[src/rtl/mem_port_arbiter_if.sv]
// Bus bundle between the three requesters, the shared RAM and mem_port_arbiter.
// slave = arbiter side; master = requesters plus RAM.
interface mem_port_arbiter_if #(
  parameter int ADDR_W = 5,
  parameter int DATA_W = 16
);
  logic              load_mode;
  logic              ld_req;
  logic              ld_we;
  logic [ADDR_W-1:0] ld_addr;
  logic [DATA_W-1:0] ld_wdata;
  logic              ld_gnt;
  logic              ld_rvalid;
  logic              dm_req;
  logic              dm_we;
  logic [ADDR_W-1:0] dm_addr;
  logic [DATA_W-1:0] dm_wdata;
  logic              dm_gnt;
  logic              dm_rvalid;
  logic              if_req;
  logic [ADDR_W-1:0] if_addr;
  logic              if_gnt;
  logic              if_rvalid;
  logic              ram_we;
  logic [ADDR_W-1:0] ram_addr;
  logic [DATA_W-1:0] ram_wdata;
  logic [DATA_W-1:0] ram_rdata;
  logic [DATA_W-1:0] rdata;
  logic              cpu_hold;

  modport slave (
    input  load_mode,
    input  ld_req, ld_we, ld_addr, ld_wdata,
    output ld_gnt, ld_rvalid,
    input  dm_req, dm_we, dm_addr, dm_wdata,
    output dm_gnt, dm_rvalid,
    input  if_req, if_addr,
    output if_gnt, if_rvalid,
    output ram_we, ram_addr, ram_wdata,
    input  ram_rdata,
    output rdata, cpu_hold
  );

  modport master (
    output load_mode,
    output ld_req, ld_we, ld_addr, ld_wdata,
    input  ld_gnt, ld_rvalid,
    output dm_req, dm_we, dm_addr, dm_wdata,
    input  dm_gnt, dm_rvalid,
    output if_req, if_addr,
    input  if_gnt, if_rvalid,
    input  ram_we, ram_addr, ram_wdata,
    output ram_rdata,
    input  rdata, cpu_hold
  );
endinterface

[src/rtl/mem_port_arbiter.sv]
// Single-port RAM arbiter: data beats fetch except after STARVE_LIMIT denials;
// a RUN/DRAIN/LOAD FSM hands the port exclusively to the program loader.
module mem_port_arbiter #(
  parameter int ADDR_W       = 5,
  parameter int DATA_W       = 16,
  parameter int STARVE_LIMIT = 4
) (
  input logic               clk,
  input logic               resetn,
  mem_port_arbiter_if.slave bus
);
  localparam logic [1:0] ST_RUN   = 2'd0;
  localparam logic [1:0] ST_DRAIN = 2'd1;
  localparam logic [1:0] ST_LOAD  = 2'd2;

  localparam logic [1:0] OWN_NONE = 2'd0;
  localparam logic [1:0] OWN_IF   = 2'd1;
  localparam logic [1:0] OWN_DM   = 2'd2;
  localparam logic [1:0] OWN_LD   = 2'd3;

  localparam int              CNT_W = $clog2(STARVE_LIMIT + 1);
  localparam logic [CNT_W-1:0] LIMIT = CNT_W'(STARVE_LIMIT);

  logic [1:0]       r_state, w_state_nxt;
  logic [CNT_W-1:0] r_starve, w_starve_nxt;
  logic [1:0]       r_owner, w_owner_nxt;
  logic             w_ld_gnt, w_dm_gnt, w_if_gnt;
  logic             w_fetch_pri;

  always_comb begin
    w_state_nxt = r_state;
    w_ld_gnt    = 1'b0;
    w_dm_gnt    = 1'b0;
    w_if_gnt    = 1'b0;
    w_fetch_pri = (r_starve == LIMIT);
    case (r_state)
      ST_RUN: begin
        // A saturated counter implies fetch was pending; it only overrides while still requesting.
        w_dm_gnt = bus.dm_req && !(bus.if_req && w_fetch_pri);
        w_if_gnt = bus.if_req && !w_dm_gnt;
        if (bus.load_mode) w_state_nxt = ST_DRAIN;
      end
      ST_DRAIN: w_state_nxt = bus.load_mode ? ST_LOAD : ST_RUN;
      ST_LOAD: begin
        w_ld_gnt = bus.ld_req;
        if (!bus.load_mode) w_state_nxt = ST_RUN;
      end
      default: w_state_nxt = ST_RUN;
    endcase
  end

  always_comb begin
    w_starve_nxt = r_starve;
    if (r_state == ST_LOAD || !bus.if_req || w_if_gnt)
      w_starve_nxt = '0;
    else if (r_starve != LIMIT)
      w_starve_nxt = r_starve + CNT_W'(1);
  end

  always_comb begin
    bus.ram_we    = 1'b0;
    bus.ram_addr  = '0;
    bus.ram_wdata = '0;
    w_owner_nxt   = OWN_NONE;
    if (w_ld_gnt) begin
      bus.ram_we    = bus.ld_we;
      bus.ram_addr  = bus.ld_addr;
      bus.ram_wdata = bus.ld_wdata;
      w_owner_nxt   = bus.ld_we ? OWN_NONE : OWN_LD;
    end else if (w_dm_gnt) begin
      bus.ram_we    = bus.dm_we;
      bus.ram_addr  = bus.dm_addr;
      bus.ram_wdata = bus.dm_wdata;
      w_owner_nxt   = bus.dm_we ? OWN_NONE : OWN_DM;
    end else if (w_if_gnt) begin
      bus.ram_addr  = bus.if_addr;
      w_owner_nxt   = OWN_IF;
    end
  end

  always_ff @(posedge clk or negedge resetn) begin
    if (!resetn) begin
      r_state  <= ST_RUN;
      r_starve <= '0;
      r_owner  <= OWN_NONE;
    end else begin
      r_state  <= w_state_nxt;
      r_starve <= w_starve_nxt;
      r_owner  <= w_owner_nxt;
    end
  end

  assign bus.ld_gnt    = w_ld_gnt;
  assign bus.dm_gnt    = w_dm_gnt;
  assign bus.if_gnt    = w_if_gnt;
  assign bus.ld_rvalid = (r_owner == OWN_LD);
  assign bus.dm_rvalid = (r_owner == OWN_DM);
  assign bus.if_rvalid = (r_owner == OWN_IF);
  assign bus.rdata     = bus.ram_rdata;
  assign bus.cpu_hold  = (r_state != ST_RUN);
endmodule

[src/flat_wrapper.sv]
// flat-port wrapper written by rule: the top's interface ports become plain ports
module mem_port_arbiter_flat 
#(
  parameter int ADDR_W       = 5,
  parameter int DATA_W       = 16,
  parameter int STARVE_LIMIT = 4
)
  (clk, resetn, bus_load_mode, bus_ld_req, bus_ld_we, bus_ld_addr, bus_ld_wdata, bus_ld_gnt, bus_ld_rvalid, bus_dm_req, bus_dm_we, bus_dm_addr, bus_dm_wdata, bus_dm_gnt, bus_dm_rvalid, bus_if_req, bus_if_addr, bus_if_gnt, bus_if_rvalid, bus_ram_we, bus_ram_addr, bus_ram_wdata, bus_ram_rdata, bus_rdata, bus_cpu_hold);
  mem_port_arbiter_if #(.ADDR_W(ADDR_W), .DATA_W(DATA_W)) bus_i ();
  input logic clk;
  input logic resetn;
  input wire logic [$bits(bus_i.load_mode)-1:0] bus_load_mode;
  input wire logic [$bits(bus_i.ld_req)-1:0] bus_ld_req;
  input wire logic [$bits(bus_i.ld_we)-1:0] bus_ld_we;
  input wire logic [$bits(bus_i.ld_addr)-1:0] bus_ld_addr;
  input wire logic [$bits(bus_i.ld_wdata)-1:0] bus_ld_wdata;
  output wire logic [$bits(bus_i.ld_gnt)-1:0] bus_ld_gnt;
  output wire logic [$bits(bus_i.ld_rvalid)-1:0] bus_ld_rvalid;
  input wire logic [$bits(bus_i.dm_req)-1:0] bus_dm_req;
  input wire logic [$bits(bus_i.dm_we)-1:0] bus_dm_we;
  input wire logic [$bits(bus_i.dm_addr)-1:0] bus_dm_addr;
  input wire logic [$bits(bus_i.dm_wdata)-1:0] bus_dm_wdata;
  output wire logic [$bits(bus_i.dm_gnt)-1:0] bus_dm_gnt;
  output wire logic [$bits(bus_i.dm_rvalid)-1:0] bus_dm_rvalid;
  input wire logic [$bits(bus_i.if_req)-1:0] bus_if_req;
  input wire logic [$bits(bus_i.if_addr)-1:0] bus_if_addr;
  output wire logic [$bits(bus_i.if_gnt)-1:0] bus_if_gnt;
  output wire logic [$bits(bus_i.if_rvalid)-1:0] bus_if_rvalid;
  output wire logic [$bits(bus_i.ram_we)-1:0] bus_ram_we;
  output wire logic [$bits(bus_i.ram_addr)-1:0] bus_ram_addr;
  output wire logic [$bits(bus_i.ram_wdata)-1:0] bus_ram_wdata;
  input wire logic [$bits(bus_i.ram_rdata)-1:0] bus_ram_rdata;
  output wire logic [$bits(bus_i.rdata)-1:0] bus_rdata;
  output wire logic [$bits(bus_i.cpu_hold)-1:0] bus_cpu_hold;
  assign bus_i.load_mode = bus_load_mode;
  assign bus_i.ld_req = bus_ld_req;
  assign bus_i.ld_we = bus_ld_we;
  assign bus_i.ld_addr = bus_ld_addr;
  assign bus_i.ld_wdata = bus_ld_wdata;
  assign bus_ld_gnt = bus_i.ld_gnt;
  assign bus_ld_rvalid = bus_i.ld_rvalid;
  assign bus_i.dm_req = bus_dm_req;
  assign bus_i.dm_we = bus_dm_we;
  assign bus_i.dm_addr = bus_dm_addr;
  assign bus_i.dm_wdata = bus_dm_wdata;
  assign bus_dm_gnt = bus_i.dm_gnt;
  assign bus_dm_rvalid = bus_i.dm_rvalid;
  assign bus_i.if_req = bus_if_req;
  assign bus_i.if_addr = bus_if_addr;
  assign bus_if_gnt = bus_i.if_gnt;
  assign bus_if_rvalid = bus_i.if_rvalid;
  assign bus_ram_we = bus_i.ram_we;
  assign bus_ram_addr = bus_i.ram_addr;
  assign bus_ram_wdata = bus_i.ram_wdata;
  assign bus_i.ram_rdata = bus_ram_rdata;
  assign bus_rdata = bus_i.rdata;
  assign bus_cpu_hold = bus_i.cpu_hold;
  mem_port_arbiter #(.ADDR_W(ADDR_W), .DATA_W(DATA_W), .STARVE_LIMIT(STARVE_LIMIT)) u_core (.clk(clk), .resetn(resetn), .bus(bus_i));
endmodule
[config.mk]
export PLATFORM = sky130hd
export DESIGN_NAME = mem_port_arbiter_flat
export DESIGN_NICKNAME = d
export VERILOG_FILES = /design/src/rtl/mem_port_arbiter_if.sv /design/src/rtl/mem_port_arbiter.sv /design/src/flat_wrapper.sv
export SDC_FILE = /design/constraint.sdc
export NUM_CORES = 1
export LEC_CHECK = 0
export BUFFER_PORTS_ARGS = -buffer_cell sky130_fd_sc_hd__buf_2
export CELL_PAD_IN_SITES_DETAIL_PLACEMENT = 1
export CELL_PAD_IN_SITES_GLOBAL_PLACEMENT = 2
export CORE_MARGIN = 1
export CORE_UTILIZATION = 14
export DETAILED_ROUTE_END_ITERATION = 16
export MAX_ROUTING_LAYER = met4
export PLACE_DENSITY = 0.95
export SLEW_MARGIN = 10
export SYNTH_ARGS = -nofsm -noshare
export SYNTH_HDL_FRONTEND = slang
export SYNTH_SLANG_ARGS = --single-unit
[constraint.sdc]
create_clock -name clk -period 2.5 [get_ports clk]
set_input_delay 0.25 -clock clk [delete_from_list [all_inputs] [get_ports clk]]
set_output_delay 0.25 -clock clk [all_outputs]
set_load 0.005 [all_outputs]
==> results of run 1 <==
==> state kept, by name, indices dropped and copies added, names as in the netlist <==
signal / count
u_core.r_owner: 2
u_core.r_starve: 3
u_core.r_state: 2
==> critical path, stage by stage (launching register included) <==
cell and delay [ns]:
dfrtp_1 0.40, inv_1 0.07, ha_1 0.17, nand2_2 0.13
a2111oi_4 0.59, a221o_1 0.25, buf_2 0.11
==> cells in the mapped netlist <==
master      n  area (um^2)
a2111oi_4   1         27.5
o211a_2     1         10.0
and2_0      4         25.0
xor2_1      1         8.76
mux2i_1     1         10.0
nor2b_1     2         12.5
nor2_1      2         7.51
nor3_1      3         15.0
o21bai_1    1         7.51
xnor2_1     1         8.76
a221o_1     5         50.1
ha_1        2         25.0
nand2_2     1         6.26
inv_1       5         18.8
nand3b_1    2         15.0
inv_2       1         3.75
a22o_1     17          149
o2bb2ai_1   1         8.76
and2_1      4         25.0
a31oi_1     1         6.26
buf_6       2         22.5
dfrtp_1     7          175
buf_4      18          135
o21ai_0     1         5.00
==> timing repair <==
item / 4_1_cts / 5_1_grt
setup endpoints to repair: 0 / 0
hold endpoints to repair: 7 / 0
resized for setup: 0 / 0
hold buffers: 1 / 0
==> metal layers <==
layer | track usage, % | routed length (um) | vias up
li1 | - | - | 429
met1 | 9.59 | 1030 | 405
met3 | 2.87 | 263 | 0
met5 | - | 0 | -
met2 | 16.4 | 1420 | 64
met4 | 0.769 | 0 | 0
==> report_power, final <==
part | leakage [nW] | internal [mW] | total [mW] | switching [mW]
Combinational | 0.543 | 0.147 | 0.271 | 0.124
Clock | 0.0228 | 0.110 | 0.153 | 0.0431
Sequential | 0.0930 | 0.129 | 0.148 | 0.0186
==> metrics by stage <==
step / hold WS (ns) / area, um^2 / instances / power (mW) / setup slack [ns]
final: 0.247 / 1180 / 222 / 0.571 / 0.309
after floorplan: -0.0456 / 778 / 84 / 0.321 / 0.818
after CTS: 0.245 / 1180 / 222 / 0.582 / 0.264
after global placement: 0.0950 / 1120 / 217 / 0.417 / 0.572
after detailed placement: 0.0967 / 1120 / 217 / 0.423 / 0.526
after global routing: 0.259 / 1180 / 222 / 0.621 / 0.165
==> worst paths after layout <==
kind | startpoint | to | slack, ns | cells after the start
worst min register to register | u_core.r_starve[1] | u_core.r_starve[1] | 0.61 | 2
worst max-delay path | u_core.r_starve[0] | bus_ram_addr[3] | 0.31 | 6
worst min-delay path | bus_load_mode | u_core.r_state[0] | 0.25 | 2
min in group asynchronous | resetn | u_core.r_state[0] | 0.41 | 2
worst max register to register | u_core.r_starve[0] | u_core.r_owner[0] | 0.85 | 5
max in group asynchronous | resetn | u_core.r_owner[0] | 1.93 | 2
==> area by class of cell <==
| cell class | instances | area, um^2 |
|---|---|---|
| Timing Repair Buffer | 84 | 425 |
| Sequential cell | 7 | 175 |
| Inverter | 6 | 22.5 |
| Multi-Input combinational cell | 51 | 423 |
| Fill cell | 658 | 4060 |
| Tap cell | 70 | 87.6 |
| Clock buffer | 4 | 45.0 |
==> logic make-up (layout without fill, tap and decap cells) <==
kind of cell,Yosys count,in the layout
AOI/OAI and AO/OA,28,28
adders and majority gates,2,2
and+or+nand+nor,18,18
DFF,7,7
buffers and inverters,26,94
xor gates and xnor gates,2,2
muxes,1,1
==> cells in the final DEF, fill, tap and decap left out <==
cell type and count:
a31oi_1 1, nand3b_1 2, nor2_1 2, o21bai_1 1, clkbuf_8 3, o2bb2ai_1 1
inv_2 1, xnor2_1 1, o211a_2 1, mux2i_1 1, and2_1 4, buf_2 83
a2111oi_4 1, and2_0 4, nor2b_1 2, dfrtp_1 7, a22o_1 17, xor2_1 1
a221o_1 5, ha_1 2, dlygate4sd3_1 1, clkbuf_1 1, inv_1 5, nor3_1 3
nand2_2 1, o21ai_0 1
==> qor.csv, run 1 <==
stage,metric,value,unit
status,status,completed,
synth,Mapped Area,778,um^2
sta,Final Skew,0.00201,ns
sta,minimum clock period,2.19,ns
worst_setup_path,crit-path max FO,7,
cells_and_area,Area growth syn-to-layout,51.4,%
grt,largest net degree at the start of global routing,25,
floorplan,Die Width,76.6,um
grt,total global-route track usage,8.91,%
grt,grt ovf,0,
placed_design,number of port buffers,83,
grt,vias in the first global route,872,
floorplan,IO Pins,116,
sta,Final Hold Viols,0,
grt,first-pass GRT wire length,4050,um
job,max_cap viols,0,
worst_setup_path,"Data arrival, critical path",1.94,ns
sta,# setup viols final,0,
worst_setup_path,required time of the worst setup path,2.25,ns
floorplan,die area,5860,um^2
routing,vias per std cell,4.05,
synth,mux cell area share after synthesis,1.29,%
synth,sequential share of the synthesized area,22.5,%
min_path,worst hold path type,input port to flip-flop,
synth,Post-Synth Simple-Gate Area,13.7,%
synth,synth unique cells,24,
sta,worst slew margin relative to its limit,64.2,%
worst_setup_path,Critical Path End Type,output port,
grt,initial antenna violation count,0,
worst_setup_path,CP startpoint kind,flip-flop,
synth,Syn Area/Cell,9.26,um^2
synth,synthesized flop and latch total,7,
cells_and_area,final core utilization,22.5,%
clock_network,H-tree depth,1,
routing,initial DRC count,11,
clock_network,post-CTS setup buffers,0,
floorplan,die height,76.6,um
sta,Setup TNS,0,ns
floorplan,site row count,26,
clock_network,worst skew pair latency,0.22,ns
synth,Gate Count Post-Synth,84,
clock_network,root buffer cell,clkbuf_8,
power_and_ir_drop,VDD IR max,0.181,mV
routing,Residual DRC,0,
routing,average wire per standard cell,12.2,um
synth,Post-Synth XOR/XNOR Area,2.25,%
floorplan,total core area,5240,um^2
clock_network,CTS tree,built,
placed_design,Routability Congestion,0.721,
synth,Yosys Warn Count,0,
synth,adder-cell share of the synthesized area,3.22,%
sta,period utilisation layout,87.6,%
routing,via count,898,
sta,unrepaired setup endpoints after global routing,false,
sta,fmax,457,MHz
sta,Least-Margin Pin Slew,0.537,ns
cells_and_area,share of layout cells above drive strength 1,59.2,%
sta,max-slew violations,0,
clock_network,CTS buffer count,3,
floorplan,initial core utilization,14.9,%
worst_setup_path,critical path class,flip-flop to output port,
cells_and_area,post-layout net count,226,
cells_and_area,antenna cell count,0,
clock_network,clk slew on worst S/H paths,0.04,ns
routing,Final ANT Viol Nets,0,
synth,largest family of logic cells by synthesized area,compound AO/OA/AOI/OAI gates,
power_and_ir_drop,Static Leak,0.659,nW
clock_network,Sink Count,7,
routing,first-pass iteration count of the detailed router,3,
routing,final WL,2710,um
clock_network,Max Root-Sink Buffers,2,
power_and_ir_drop,power per standard cell area,485,nW/um^2
synth,Syn Nets,157,
synth,Synth Area in Compound Gates,33.9,%
No activity file was read; power rests on OpenSTA's default activity.
==> inputs of run 2 (changes only) <==
- CORE_ASPECT_RATIO: default -> 1.75
==> run 2 against run 1 <==
Compared with the run above:
- flip-flop and latch count unchanged
- critical path depth unchanged
- sequential power about the same
- final cell count up 1.8%
- sequential share of layout area down 0.063 points
- first-iteration DRC count up 18%
==> qor.csv, run 2 (synthesized netlist as in run 1, its figures left out) <==
stage,metric,value,unit,change
floorplan,die area,5870,um^2,was 5860 um^2
clock_network,post-CTS setup buffers,0,,unchanged
sta,Final Skew,0.00304,ns,was 0.00201 ns
clock_network,root buffer cell,clkbuf_8,,unchanged
routing,final WL,2820,um,was 2710 um
cells_and_area,layout filler cell count,690,,was 658
worst_setup_path,required time of the worst setup path,2.25,ns,about the same
worst_setup_path,RR Endpoint,u_core.r_owner[1],,was u_core.r_owner[0]
clock_network,worst skew pair latency,0.22,ns,about the same
floorplan,IO Pins,116,,unchanged
status,status,completed,,unchanged
placed_design,number of port buffers,83,,unchanged
cells_and_area,"commonest non-fill, non-tap cells in the layout","83 x buf_2, 17 x a22o_1, 7 x dfrtp_1",,unchanged
clock_network,hold-fix buffers at CTS,1,,unchanged
grt,largest net degree at the start of global routing,25,,unchanged
worst_setup_path,CP Cell Sequence,inv_1 -> ha_1 -> nand2_2 -> a2111oi_4 -> a221o_1 -> buf_2,,unchanged
sta,minimum clock period,2.14,ns,was 2.19 ns
power_and_ir_drop,Flop pwr share,26.2,%,was 25.8%
floorplan,Die Width,58.4,um,was 76.6 um
clock_network,cts repair resizes,0,,unchanged
power_and_ir_drop,Gate power share,47.1,%,was 47.4%
cells_and_area,Top Registers,"u_core.r_starve: 3 flops, u_core.r_owner: 2 flops, u_core.r_state: 2 flops",,unchanged
cells_and_area,Largest Register,u_core.r_starve,,unchanged
floorplan,total core area,5300,um^2,was 5240 um^2
routing,first-pass iteration count of the detailed router,2,,was 3
cells_and_area,"commonest non-fill, non-tap cell in the layout",buf_2,,unchanged
cells_and_area,post-layout net count,226,,unchanged
power_and_ir_drop,Switching Share,32.8,%,was 32.5%
placed_design,post-place setup slack,0.573,ns,was 0.526 ns
sta,fmax,467,MHz,was 457 MHz
clock_network,CTS buffer count,3,,unchanged
cells_and_area,Sequential cell area,175,um^2,unchanged
sta,worst slew margin relative to its limit,65.7,%,was 64.2%
clock_network,CTS tree,built,,unchanged
min_path,worst hold path type,input port to flip-flop,,unchanged
sta,unrepaired setup endpoints after global routing,false,,unchanged
cells_and_area,share of layout cells above drive strength 1,59.2,%,unchanged
cells_and_area,post-route cell area,1180,um^2,about the same
grt,initial antenna violation count,0,,unchanged
placed_design,DP Wirelength,2440,um,
sta,Least-Margin Pin Slew,0.515,ns,was 0.537 ns
cells_and_area,post-route insts no fill,226,,was 222
min_path,hold_sp,bus_ld_we,,was bus_load_mode
routing,via count,913,,was 898
power_and_ir_drop,Static Leak,0.659,nW,unchanged
worst_setup_path,CP max-delay cell,a2111oi_4,,unchanged
min_path,worst hold path endpoint,u_core.r_owner[1],,was u_core.r_state[0]
cells_and_area,Largest register FFs,3,,unchanged
sta,final worst slack,0.358,ns,was 0.309 ns
worst_setup_path,Worst R2R Setup Slack,0.91,ns,was 0.85 ns
clock_network,Sink Count,7,,unchanged
power_and_ir_drop,Pint,0.385,mW,was 0.386 mW
routing,Final ANT Viol Nets,0,,unchanged
sta,# setup viols final,0,,unchanged
power_and_ir_drop,power consumption,0.574,mW,was 0.571 mW
placed_design,Routability Congestion,0.757,,was 0.721
placed_design,Post-DP Area,1130,um^2,was 1120 um^2
worst_setup_path,Worst Reg-to-Reg Cells,5,,unchanged
clock_network,clk slew on worst S/H paths,0.04,ns,about the same
power_and_ir_drop,Clk pwr share,26.7,%,was 26.8%
routing,vias per std cell,4.04,,was 4.05
grt,total global-route track usage,10.1,%,was 8.91%
worst_setup_path,"Data arrival, critical path",1.89,ns,was 1.94 ns
grt,vias in the first global route,968,,was 872
cells_and_area,footprint of the multi-input gates,423,um^2,unchanged
floorplan,die height,101,um,was 76.6 um
routing,initial DRC count,13,,was 11
worst_setup_path,CP max stage delay,0.57,ns,was 0.59 ns
power_and_ir_drop,Switch Pwr,0.188,mW,was 0.186 mW
worst_setup_path,"delay-heaviest family, CP",compound AO/OA/AOI/OAI gates,,unchanged
clock_network,H-tree depth,1,,unchanged
grt,grt ovf,0,,unchanged
sta,period utilisation layout,85.7,%,was 87.6%
worst_setup_path,critical path class,flip-flop to output port,,unchanged
routing,average wire per standard cell,12.5,um,was 12.2 um
routing,Residual DRC,0,,unchanged
placed_design,Inst Count DP,221,,was 217
worst_setup_path,CP startpoint kind,flip-flop,,unchanged
grt,first-pass GRT wire length,4400,um,was 4050 um
power_and_ir_drop,VDD IR max,0.275,mV,was 0.181 mV
clock_network,Max Root-Sink Buffers,2,,unchanged
worst_setup_path,RR Startpoint,u_core.r_starve[0],,unchanged
sta,max-slew violations,0,,unchanged
worst_setup_path,Critical Path End Type,output port,,unchanged
sta,Setup TNS,0,ns,unchanged
cells_and_area,Area growth syn-to-layout,52.1,%,was 51.4%
power_and_ir_drop,power per standard cell area,485,nW/um^2,about the same
cells_and_area,antenna cell count,0,,unchanged
sta,Final Hold Viols,0,,unchanged
job,max_cap viols,0,,unchanged
floorplan,initial core utilization,14.7,%,was 14.9%
worst_setup_path,crit-path max FO,7,,unchanged
min_path,hold path depth,2,,unchanged
floorplan,site row count,35,,was 26
worst_setup_path,Critical path buffers and inverters,2,,unchanged
==> run 2: area by class of cell <==
| cell class | count | share of cell area, % |
|---|---|---|
| Clock buffer | 4 | 3.81 |
| Inverter | 6 | 1.90 |
| Multi-Input combinational cell | 51 | 35.7 |
| Sequential cell | 7 | 14.8 |
| Tap cell | 74 | 7.82 |
| Timing Repair Buffer | 84 | 35.9 |
==> run 2: worst max-delay path by stage <==
| stage | startpoint | end | cells past startpoint |
|---|---|---|---|
| 2_1_floorplan | u_core.r_starve[0] | bus_ram_addr[3] | 6 |
| 3_3_place_gp | u_core.r_starve[1] | bus_ram_addr[1] | 6 |
| 3_5_place_dp | u_core.r_starve[0] | bus_ram_addr[4] | 6 |
| 4_1_cts | u_core.r_starve[0] | bus_ram_addr[4] | 6 |
| 5_1_grt | u_core.r_starve[0] | bus_ram_addr[2] | 6 |
| 6_report | u_core.r_starve[0] | bus_ram_addr[1] | 6 |
==> run 2: stage by stage <==
| stage | hold WS, ns | util, % |
|---|---|---|
| 2_1_floorplan | -0.0456 | - |
| 3_3_place_gp | 0.0933 | 21.3 |
| 3_5_place_dp | 0.0896 | 21.3 |
| 4_1_cts | 0.247 | 22.3 |
| 5_1_grt | 0.243 | 22.3 |
| 6_report | 0.252 | 22.3 |
==> run 2: routing by layer <==
metal  GRT usage, %  vias to the layer above  share of wire (%)
met5              -                        -                  0
met2           19.5                       63                 55
met4           4.21                        0                3.3
met1           9.15                      415                 32
li1               -                      429                  -
met3           2.05                        6                 10
==> run 2: power by group through the flow <==
stage | Sequential, mW | Clock, mW | Combinational (mW)
finish | 0.150 | 0.153 | 0.270
global route | 0.154 | 0.166 | 0.298
CTS | 0.151 | 0.158 | 0.274
detailed placement | 0.152 | 0 | 0.272
global placement | 0.150 | 0 | 0.266
floorplan | 0.145 | 0 | 0.175
